File: config.mk
export PLATFORM = sky130hd
export DESIGN_NAME = divu_seq_ctl_flat
export DESIGN_NICKNAME = d
export VERILOG_FILES = /design/src/rtl/ctl_pkg.sv /design/src/rtl/divu_seq_ctl_if.sv /design/src/rtl/divu_seq_ctl.sv /design/src/flat_wrapper.sv
export SDC_FILE = /design/constraint.sdc
export NUM_CORES = 1
export LEC_CHECK = 0
export CAP_MARGIN = 20
export CELL_PAD_IN_SITES_DETAIL_PLACEMENT = 1
export CELL_PAD_IN_SITES_GLOBAL_PLACEMENT = 2
export CORE_UTILIZATION = 25
export CTS_CLUSTER_SIZE = 14
export DETAILED_ROUTE_END_ITERATION = 10
export PLACE_DENSITY_LB_ADDON = 0.05
export SLEW_MARGIN = 25
export SYNTH_ARGS = -nofsm -noshare
export SYNTH_HDL_FRONTEND = slang
export SYNTH_SLANG_ARGS = --single-unit
File: constraint.sdc
create_clock -name clk -period 3.5 [get_ports clk]
set_input_delay 0.7 -clock clk [delete_from_list [all_inputs] [get_ports clk]]
set_output_delay 0.7 -clock clk [all_outputs]
set_load 0.005 [all_outputs]
File: src/rtl/ctl_pkg.sv
// Shared EX-stage control definitions: funct codes, ALUOp encodings and the
// divu sequencer state type. Also used by the ALU control unit.
package ctl_pkg;

   // R-type funct codes decoded in EX
   localparam logic [5:0] F_ADD  = 6'b100000;
   localparam logic [5:0] F_SUB  = 6'b100010;
   localparam logic [5:0] F_AND  = 6'b100100;
   localparam logic [5:0] F_OR   = 6'b100101;
   localparam logic [5:0] F_SLT  = 6'b101010;
   localparam logic [5:0] F_SRL  = 6'b000010;
   localparam logic [5:0] F_DIVU = 6'b011011;
   localparam logic [5:0] F_MFHI = 6'b010000;
   localparam logic [5:0] F_MFLO = 6'b010010;

   // ALUOp encodings from the main decoder
   localparam logic [1:0] ALUOP_ADD   = 2'b00;
   localparam logic [1:0] ALUOP_SUB   = 2'b01;
   localparam logic [1:0] ALUOP_RTYPE = 2'b10;

   // divu sequencer states
   typedef enum logic [2:0] {
      IDLE,
      LOAD,
      RUN,
      DONE,
      DONE_Z
   } divu_state_e;

endpackage : ctl_pkg

File: src/rtl/divu_seq_ctl_if.sv
// EX-stage signals between the pipeline/divider datapath and the divu
// sequencer. The pipeline side is the master; the sequencer is the slave.
interface divu_seq_ctl_if #(
   parameter int CNT_W = 6
);

   // pipeline / datapath -> sequencer
   logic             ex_valid;
   logic [1:0]       ex_alu_op;
   logic [5:0]       ex_funct;
   logic             flush;
   logic             divisor_zero;

   // sequencer -> divider, HI/LO file, hazard network
   logic             div_load;
   logic             div_step;
   logic [CNT_W-1:0] step_cnt;
   logic             hilo_we;
   logic             busy;
   logic             stall;
   logic             div_by_zero;

   modport master (
      output ex_valid, ex_alu_op, ex_funct, flush, divisor_zero,
      input  div_load, div_step, step_cnt, hilo_we, busy, stall, div_by_zero
   );

   modport slave (
      input  ex_valid, ex_alu_op, ex_funct, flush, divisor_zero,
      output div_load, div_step, step_cnt, hilo_we, busy, stall, div_by_zero
   );

endinterface : divu_seq_ctl_if

File: src/rtl/divu_seq_ctl.sv
// Multi-cycle sequencer for the unsigned divider. Holds the pipeline while a
// divu runs, strobes the divider through LOAD and XLEN steps, and commits the
// result to HI/LO with a single write pulse. Supports flush and divide-by-zero.
module divu_seq_ctl #(
   parameter int          XLEN     = 32,
   parameter int          CNT_W    = 6,
   parameter logic [5:0]  F_DIVU   = 6'b011011,
   parameter logic [1:0]  OP_RTYPE = 2'b10
) (
   input  logic           clk,
   input  logic           rst,
   divu_seq_ctl_if.slave  bus
);

   localparam logic [CNT_W-1:0] LAST_STEP = CNT_W'(XLEN - 1);

   ctl_pkg::divu_state_e state;
   logic [CNT_W-1:0]     step_q;
   logic                 load_q;
   logic                 step_en_q;
   logic                 hilo_q;
   logic                 busy_q;
   logic                 dbz_q;
   logic                 start;

   // A divu is accepted only from IDLE, so the instruction still sitting in
   // EX during DONE/DONE_Z can never re-trigger the sequence.
   assign start = bus.ex_valid
                & (bus.ex_alu_op == OP_RTYPE)
                & (bus.ex_funct == F_DIVU)
                & ~bus.flush
                & (state == ctl_pkg::IDLE);

   // Sequencer FSM with embedded step counter; all strobes are registered so
   // they are decoded for the state being entered.
   always_ff @(posedge clk) begin
      if (rst) begin
         state     <= ctl_pkg::IDLE;
         step_q    <= '0;
         load_q    <= 1'b0;
         step_en_q <= 1'b0;
         hilo_q    <= 1'b0;
         busy_q    <= 1'b0;
         dbz_q     <= 1'b0;
      end else begin
         // NOTE: non-blocking throughout; the defaults below are overridden
         // by later assignments in the same block, giving one-cycle strobes.
         load_q    <= 1'b0;
         step_en_q <= 1'b0;
         hilo_q    <= 1'b0;
         case (state)
            ctl_pkg::IDLE: begin
               if (start) begin
                  state  <= ctl_pkg::LOAD;
                  load_q <= 1'b1;
                  busy_q <= 1'b1;
               end
            end
            ctl_pkg::LOAD: begin
               step_q <= '0;
               if (bus.flush) begin
                  state  <= ctl_pkg::IDLE;
                  busy_q <= 1'b0;
               end else if (bus.divisor_zero) begin
                  state  <= ctl_pkg::DONE_Z;
                  busy_q <= 1'b0;
                  dbz_q  <= 1'b1;
               end else begin
                  state     <= ctl_pkg::RUN;
                  step_en_q <= 1'b1;
                  dbz_q     <= 1'b0;
               end
            end
            ctl_pkg::RUN: begin
               if (bus.flush) begin
                  // killed divide: abandon without touching HI/LO
                  state  <= ctl_pkg::IDLE;
                  step_q <= '0;
                  busy_q <= 1'b0;
               end else if (step_q == LAST_STEP) begin
                  state  <= ctl_pkg::DONE;
                  step_q <= '0;
                  busy_q <= 1'b0;
                  hilo_q <= 1'b1;
               end else begin
                  step_q    <= step_q + 1'b1;
                  step_en_q <= 1'b1;
               end
            end
            // DONE ignores flush: the result has already been computed and commits
            ctl_pkg::DONE:   state <= ctl_pkg::IDLE;
            ctl_pkg::DONE_Z: state <= ctl_pkg::IDLE;
            default:         state <= ctl_pkg::IDLE;
         endcase
      end
   end

   // Output drive; stall covers the first EX cycle combinationally so the
   // divu is frozen in EX before LOAD is even entered.
   assign bus.div_load    = load_q;
   assign bus.div_step    = step_en_q;
   assign bus.step_cnt    = step_q;
   assign bus.hilo_we     = hilo_q;
   assign bus.busy        = busy_q;
   assign bus.stall       = busy_q | start;
   assign bus.div_by_zero = dbz_q;

endmodule : divu_seq_ctl
File: src/flat_wrapper.sv
// flat-port wrapper written by rule: the top's interface ports become plain ports
module divu_seq_ctl_flat 
#(
   parameter int          XLEN     = 32,
   parameter int          CNT_W    = 6,
   parameter logic [5:0]  F_DIVU   = 6'b011011,
   parameter logic [1:0]  OP_RTYPE = 2'b10
)
  (clk, rst, bus_ex_valid, bus_ex_alu_op, bus_ex_funct, bus_flush, bus_divisor_zero, bus_div_load, bus_div_step, bus_step_cnt, bus_hilo_we, bus_busy, bus_stall, bus_div_by_zero);
  divu_seq_ctl_if #(.CNT_W(CNT_W)) bus_i ();
  input  logic clk;
  input  logic rst;
  input wire logic [$bits(bus_i.ex_valid)-1:0] bus_ex_valid;
  input wire logic [$bits(bus_i.ex_alu_op)-1:0] bus_ex_alu_op;
  input wire logic [$bits(bus_i.ex_funct)-1:0] bus_ex_funct;
  input wire logic [$bits(bus_i.flush)-1:0] bus_flush;
  input wire logic [$bits(bus_i.divisor_zero)-1:0] bus_divisor_zero;
  output wire logic [$bits(bus_i.div_load)-1:0] bus_div_load;
  output wire logic [$bits(bus_i.div_step)-1:0] bus_div_step;
  output wire logic [$bits(bus_i.step_cnt)-1:0] bus_step_cnt;
  output wire logic [$bits(bus_i.hilo_we)-1:0] bus_hilo_we;
  output wire logic [$bits(bus_i.busy)-1:0] bus_busy;
  output wire logic [$bits(bus_i.stall)-1:0] bus_stall;
  output wire logic [$bits(bus_i.div_by_zero)-1:0] bus_div_by_zero;
  assign bus_i.ex_valid = bus_ex_valid;
  assign bus_i.ex_alu_op = bus_ex_alu_op;
  assign bus_i.ex_funct = bus_ex_funct;
  assign bus_i.flush = bus_flush;
  assign bus_i.divisor_zero = bus_divisor_zero;
  assign bus_div_load = bus_i.div_load;
  assign bus_div_step = bus_i.div_step;
  assign bus_step_cnt = bus_i.step_cnt;
  assign bus_hilo_we = bus_i.hilo_we;
  assign bus_busy = bus_i.busy;
  assign bus_stall = bus_i.stall;
  assign bus_div_by_zero = bus_i.div_by_zero;
  divu_seq_ctl #(.XLEN(XLEN), .CNT_W(CNT_W), .F_DIVU(F_DIVU), .OP_RTYPE(OP_RTYPE)) u_core (.clk(clk), .rst(rst), .bus(bus_i));
endmodule
==> metrics.csv, run 1 <==
metric,value,unit
status,completed,
setup TNS,0,ns
Leakage,0.310,nW
Tcrit/Tclk final,85.2,%
Min-Delay Path Class,flop to flop,
drt total wl,1.65,mm
1st-iter DRT viols,10,
routed vias,602,
combinational power share,6.2,%
Synth Instances,69,
Clock transition at path regs,0.09,ns
largest area contributor in the netlist,dfxtp_1,
P&R area growth vs syn,48.6,%
Place WS,0.515,ns
"EDFF count, synth",0,
"antenna viol nets, final",0,
placed cell areas,893,um2
Worst-Margin Slew,0.562,ns
Setup WS post-layout,0.517,ns
skew final,0.00458,ns
GP Congestion,0.672,
Startpoint Class,input pin,
Critical Path RT,2.80,ns
Die H,52.0,um
post-route minimum period,2.98,ns
all-layer global routing usage,14.1,%
Max Fclk,335,MHz
RSZ-0062 raised after global routing,no,
clk root buf,clkbuf_4,
Switching Share,21.5,%
DRC,0,
row cnt,17,
synthesized flop and latch total,14,
Clock Sink Count,14,
clock power share,40.7,%
Worst Path Max Fanout,4,
total power,0.300,mW
largest net degree at the start of global routing,15,
register share of total power,53.1,%
P_sw,0.0645,mW
detailed-router iteration count before antenna repair,2,
first-pass GRT wire length,2.65,mm
syn avg cell area,9.07,um2
Crit Path Category,input pin to output pin,
number of gates resized after CTS,0,
I/O pin count,25,
Ys Warns,0,
core area,2280,um2
H-tree levels,1,
TritonCTS buffer count,3,
Via density,4.89,
Synth Net Count,83,
Final Slew Violations,0,
Final #Nets,110,
Synth area leaders,"dfxtp_1 (45%), nor2_1 (6.0%), a21oi_1 (4.0%), nor4b_4 (3.8%), nand3_1 (3.2%)",
n_diodes,0,
GRT Residual Overflow,0,
clk_lat worst skew,0.29,ns
"Slowest-stage cell, CP",clkdlybuf4s50_1,
DP Cell Count,119,
peak supply drop,0.000187,V
Max Root-Sink Buffers,2,
cell mode on critical path,clkdlybuf4s50_1,
"Top FF cell, synth",dfxtp_1,
Cell Int Power,0.235,mW
vias in the first global route,562,
Pwr Density,323,nW/um2
post-synth top area share,44.8,%
TritonCTS clock tree,yes,
Critical Path Sink Type,output pin,
"Seq/Total Area, Yosys",44.8,%
# hold bufs at CTS,0,
die area,2710,um2
Worst slew margin,62.4,%
final hold vios,0,
Die X,52.0,um
"Setup Fix Bufs, Post-CTS",0,
asr flop ratio synth,0,%
cell area after synthesis,626,um2
CP cell instances,clkdlybuf4s50_1 > nor3_1 > nand4_1 > nand2b_1 > clkdlybuf4s50_1,
largest stage delay on the critical path,0.50,ns
post-route non-filler standard cell count,123,
I/O Buffers,24,
initial antenna violation count,0,
library cells used by synthesis,27,
setup violators final,0,
Final Cell Area,930,um2
critical path arrival,2.28,ns
layout cells sized above 1,9.47,%
Initial Util,27.5,%
wire per inst,13.4,um
# Max-Cap Violations,0,
dpl hpwl,1.18,mm
## flip-flops by register name (all words and copies together) (netlist names)
register / cells
u_core.bus.step_cnt: 6
u_core.bus.div_by_zero: 1
u_core.bus.hilo_we: 1
u_core.state: 3
u_core.bus.div_step: 1
u_core.bus.div_load: 1
u_core.bus.busy: 1
## cell type report
class                   instances  area [um2]
flip-flops and latches         14         280
multi-input cells              53         338
fillers                       269        1350
clock buffers                   4        36.3
well taps                      28        35.0
repair buffers                 24         240
## cell families (layout without fill, tap and decap cells)
logic type	Yosys count	in the layout	synth area share, %
adder cells (fa/ha/maj)	1	1	2.00
multiplexers	1	1	1.60
XOR/XNOR	1	1	1.40
AND/OR/NAND/NOR	35	35	33.8
flip-flops	14	14	44.8
buffers and inverters	2	28	1.20
AO/OA/AOI/OAI	15	15	15.2
## routing by layer
layer / vias to the layer above / part of all wire [%] / GRT usage [%] / routed length, um
met3: 4 / 3.4 / 2.92 / 56
met5: - / 0 / 0 / 0
met1: 280 / 53 / 20.3 / 870
met4: 0 / 1.6 / 9.46 / 27
li1: 306 / - / - / -
met2: 12 / 42 / 18.4 / 696
## worst max-delay path: cells and delay by family
| kind | cells | cell delay [ns] |
|---|---|---|
| simple gates | 3 | 0.60 |
| buf+inv | 2 | 0.99 |
## power by group through the flow
stage	logic, mW	clock network, mW	registers, mW
finish	0.0186	0.122	0.159
global route	0.0201	0.134	0.159
CTS	0.0188	0.127	0.159
detailed placement	0.0186	0	0.163
global placement	0.0185	0	0.163
floorplan	0.00333	0	0.163
## synth_stat cells, types with 2 or more instances
master	number
nor2_1	10
o21ai_0	2
dfxtp_1	14
nand2_1	4
clkbuf_1	2
or4b_2	2
a21oi_1	5
nand3_1	4
nand2b_1	3
nor3_1	4
a211oi_1	2
o21a_1	2
## placed cells by master (no fill, tap or decap)
cell type | synthesis | final
a211oi_1 | 2 | 2
a21oi_1 | 5 | 5
a22oi_1 | 1 | 1
a31oi_1 | 1 | 1
and4b_1 | 1 | 1
and4bb_2 | 1 | 1
clkbuf_4 | 0 | 3
clkbuf_8 | 0 | 1
clkdlybuf4s50_1 | 0 | 24
dfxtp_1 | 14 | 14
ha_1 | 1 | 1
mux2i_1 | 1 | 1
nand2_1 | 4 | 4
nand2b_1 | 3 | 3
nand3_1 | 4 | 4
nand3b_1 | 1 | 1
nand4_1 | 1 | 1
nor2_1 | 10 | 10
nor2b_1 | 1 | 1
nor3_1 | 4 | 4
nor4_1 | 1 | 1
nor4b_4 | 1 | 1
o21a_1 | 2 | 2
o21ai_0 | 2 | 2
o21ai_2 | 1 | 1
o31ai_1 | 1 | 1
or4_1 | 1 | 1
or4b_2 | 2 | 2
xor2_1 | 1 | 1
## worst paths after layout
check	slack (ns)	from	end	cells after the start
setup / recovery	0.52	bus_flush	bus_stall	5
hold / removal	0.46	u_core.bus.div_by_zero	u_core.bus.div_by_zero	2
setup reg to reg	1.79	u_core.state[0]	u_core.bus.step_cnt[3]	4
hold reg to reg	0.46	u_core.bus.div_by_zero	u_core.bus.div_by_zero	2
## per-stage QoR
step                utilization [%]  hold slack, ns
floorplan                         -           0.453
global placement               39.3           0.445
detailed placement             39.3           0.449
CTS                            40.8           0.465
global route                   40.8           0.488
finish                         40.8           0.460
Note: power is estimated with default switching activity, not from simulation.
==> run 2: changes to the inputs <==
--- a/config.mk
+++ b/config.mk
@@ -11,7 +11,7 @@
 export CORE_UTILIZATION = 25
 export CTS_CLUSTER_SIZE = 14
 export DETAILED_ROUTE_END_ITERATION = 10
-export PLACE_DENSITY_LB_ADDON = 0.05
+export PLACE_DENSITY = 0.8
 export SLEW_MARGIN = 25
 export SYNTH_ARGS = -nofsm -noshare
 export SYNTH_HDL_FRONTEND = slang
==> metrics.csv, run 2 (synthesis results as in run 1) <==
metric,value,unit,change
Clock transition at path regs,0.08,ns,about the same
# hold bufs at CTS,0,,unchanged
Crit Reg-Reg Endpoint,u_core.bus.step_cnt[3],,
Switching Share,19.8,%,-1.7 points
I/O Buffers,24,,unchanged
status,completed,,
post-route minimum period,3.00,ns,+0.0155 ns
number of gates resized after CTS,0,,unchanged
I/O pin count,25,,unchanged
RSZ-0062 raised after global routing,no,,
core area,2280,um2,unchanged
detailed-router iteration count before antenna repair,4,,+2
Tcrit/Tclk final,85.7,%,+0.44 points
P&R area growth vs syn,48.6,%,unchanged
final hold vios,0,,unchanged
P_sw,0.0582,mW,-9.8%
Worst slew margin,64.7,%,+2.2 points
combinational power share,6.3,%,about the same
first-pass GRT wire length,2.83,mm,+6.8%
Worst-Margin Slew,0.529,ns,-0.0332 ns
Pwr Density,316,nW/um2,-2.1%
"Setup Fix Bufs, Post-CTS",0,,unchanged
critical path arrival,2.30,ns,+0.02 ns
Critical Path Sink,bus_stall,,
Max Root-Sink Buffers,2,,unchanged
clk root buf,clkbuf_4,,
Via density,5.06,,+3.3%
all-layer global routing usage,14.5,%,+0.37 points
Critical Path Sink Type,output pin,,
Leakage,0.310,nW,unchanged
drt total wl,1.67,mm,+0.91%
wire per inst,13.5,um,+0.91%
DRC,0,,unchanged
Min-Delay Path Class,flop to flop,,
largest net degree at the start of global routing,15,,unchanged
most frequent cells in the layout,"clkdlybuf4s50_1 (24), dfxtp_1 (14), nor2_1 (10)",,
Die H,52.0,um,unchanged
max reg flops,6,,unchanged
register share of total power,54.2,%,+1.1 points
n_diodes,0,,unchanged
setup violators final,0,,unchanged
hold_sp,u_core.bus.div_by_zero,,
Initial Util,27.5,%,unchanged
layout cells sized above 1,9.47,%,unchanged
H-tree levels,1,,unchanged
clock power share,39.5,%,-1.2 points
die area,2710,um2,unchanged
initial antenna violation count,0,,unchanged
setup TNS,0,ns,unchanged
clk_lat worst skew,0.28,ns,about the same
"commonest non-fill, non-tap cell in the layout",clkdlybuf4s50_1,,
routed vias,622,,+3.3%
Reg2Reg Depth,4,,unchanged
Cell Int Power,0.235,mW,about the same
vias in the first global route,646,,+15%
GP Congestion,0.684,,+1.7%
Place WS,0.455,ns,-0.0602 ns
RR Startpoint,u_core.state[0],,
row cnt,17,,unchanged
Critical Path Source,bus_flush,,
Crit Path Category,input pin to output pin,,
"antenna viol nets, final",0,,unchanged
TritonCTS clock tree,yes,,
1st-iter DRT viols,8,,-2
flop2flop setup slack,1.79,ns,about the same
skew final,0.00579,ns,+0.00121 ns
Startpoint Class,input pin,,
# Max-Cap Violations,0,,unchanged
Die X,52.0,um,unchanged
Worst Path Max Fanout,4,,unchanged
Final #Nets,110,,unchanged
GRT Residual Overflow,0,,unchanged
Max Fclk,334,MHz,-0.52%
Critical Path RT,2.80,ns,about the same
Final Slew Violations,0,,unchanged
dpl hpwl,1.20,mm,+2.0%
Clock Sink Count,14,,unchanged
Setup WS post-layout,0.502,ns,-0.0155 ns
TritonCTS buffer count,3,,unchanged
peak supply drop,0.000197,V,+5.5%
[run 2: cell counts in the layout (fill, tap and decap cells not counted)]
Identical to the previous run, type by type.
[run 2: through the flow]
stage	hold slack (ns)	power (mW)	cell area (um2)	instances	util [%]
after global routing	0.508	0.307	930	123	40.8
after floorplan	0.453	0.166	626	69	-
after global placement	0.452	0.181	893	119	39.3
final	0.474	0.294	930	123	40.8
after CTS	0.480	0.296	930	123	40.8
after detailed placement	0.469	0.181	893	119	39.3
[run 2: worst min-delay path by stage]
stage                             endpoint  cells past startpoint
CTS                 u_core.bus.div_by_zero                      2
global route        u_core.bus.div_by_zero                      2
floorplan           u_core.bus.div_by_zero                      2
detailed placement  u_core.bus.div_by_zero                      2
global placement    u_core.bus.div_by_zero                      2
finish              u_core.bus.div_by_zero                      2
[run 2: final cells by class]
type,count,area [um2]
multi-input cells,53,338
clock buffers,4,36.3
repair buffers,24,240
flip-flops and latches,14,280
fillers,285,1350
well taps,28,35.0
[run 2: routing by layer]
metal	global-route usage [%]	part of all wire, %	vias up
li1	-	-	306
met1	17.0	47	299
met2	24.4	47	15
met3	6.43	5.2	2
met4	2.70	0.66	0
met5	0	0	-
[run 2: worst max-delay path, stage by stage]
cell and delay (ns):
clkdlybuf4s50_1 0.48, nor3_1 0.26, nand4_1 0.22, nand2b_1 0.12, clkdlybuf4s50_1 0.51
[run 2: power groups by stage]
| stage | combinational (mW) | sequential [mW] | clock (mW) |
|---|---|---|---|
| after CTS | 0.0186 | 0.159 | 0.118 |
| after global placement | 0.0182 | 0.163 | 0 |
| final | 0.0184 | 0.159 | 0.116 |
| after global routing | 0.0199 | 0.159 | 0.128 |
| after floorplan | 0.00333 | 0.163 | 0 |
| after detailed placement | 0.0185 | 0.163 | 0 |
==> run 3: changes to the inputs <==
--- a/config.mk
+++ b/config.mk
@@ -5,12 +5,14 @@
 export SDC_FILE = /design/constraint.sdc
 export NUM_CORES = 1
 export LEC_CHECK = 0
+export ABC_CLOCK_PERIOD_IN_PS = 3500
 export CAP_MARGIN = 20
 export CELL_PAD_IN_SITES_DETAIL_PLACEMENT = 1
 export CELL_PAD_IN_SITES_GLOBAL_PLACEMENT = 2
 export CORE_UTILIZATION = 25
 export CTS_CLUSTER_SIZE = 14
 export DETAILED_ROUTE_END_ITERATION = 10
+export GPL_ROUTABILITY_DRIVEN = 0
 export PLACE_DENSITY = 0.8
 export SLEW_MARGIN = 25
 export SYNTH_ARGS = -nofsm -noshare
==> results of run 3 <==
Same layout as run 2: the final DEF is identical, and so are final timing and power.
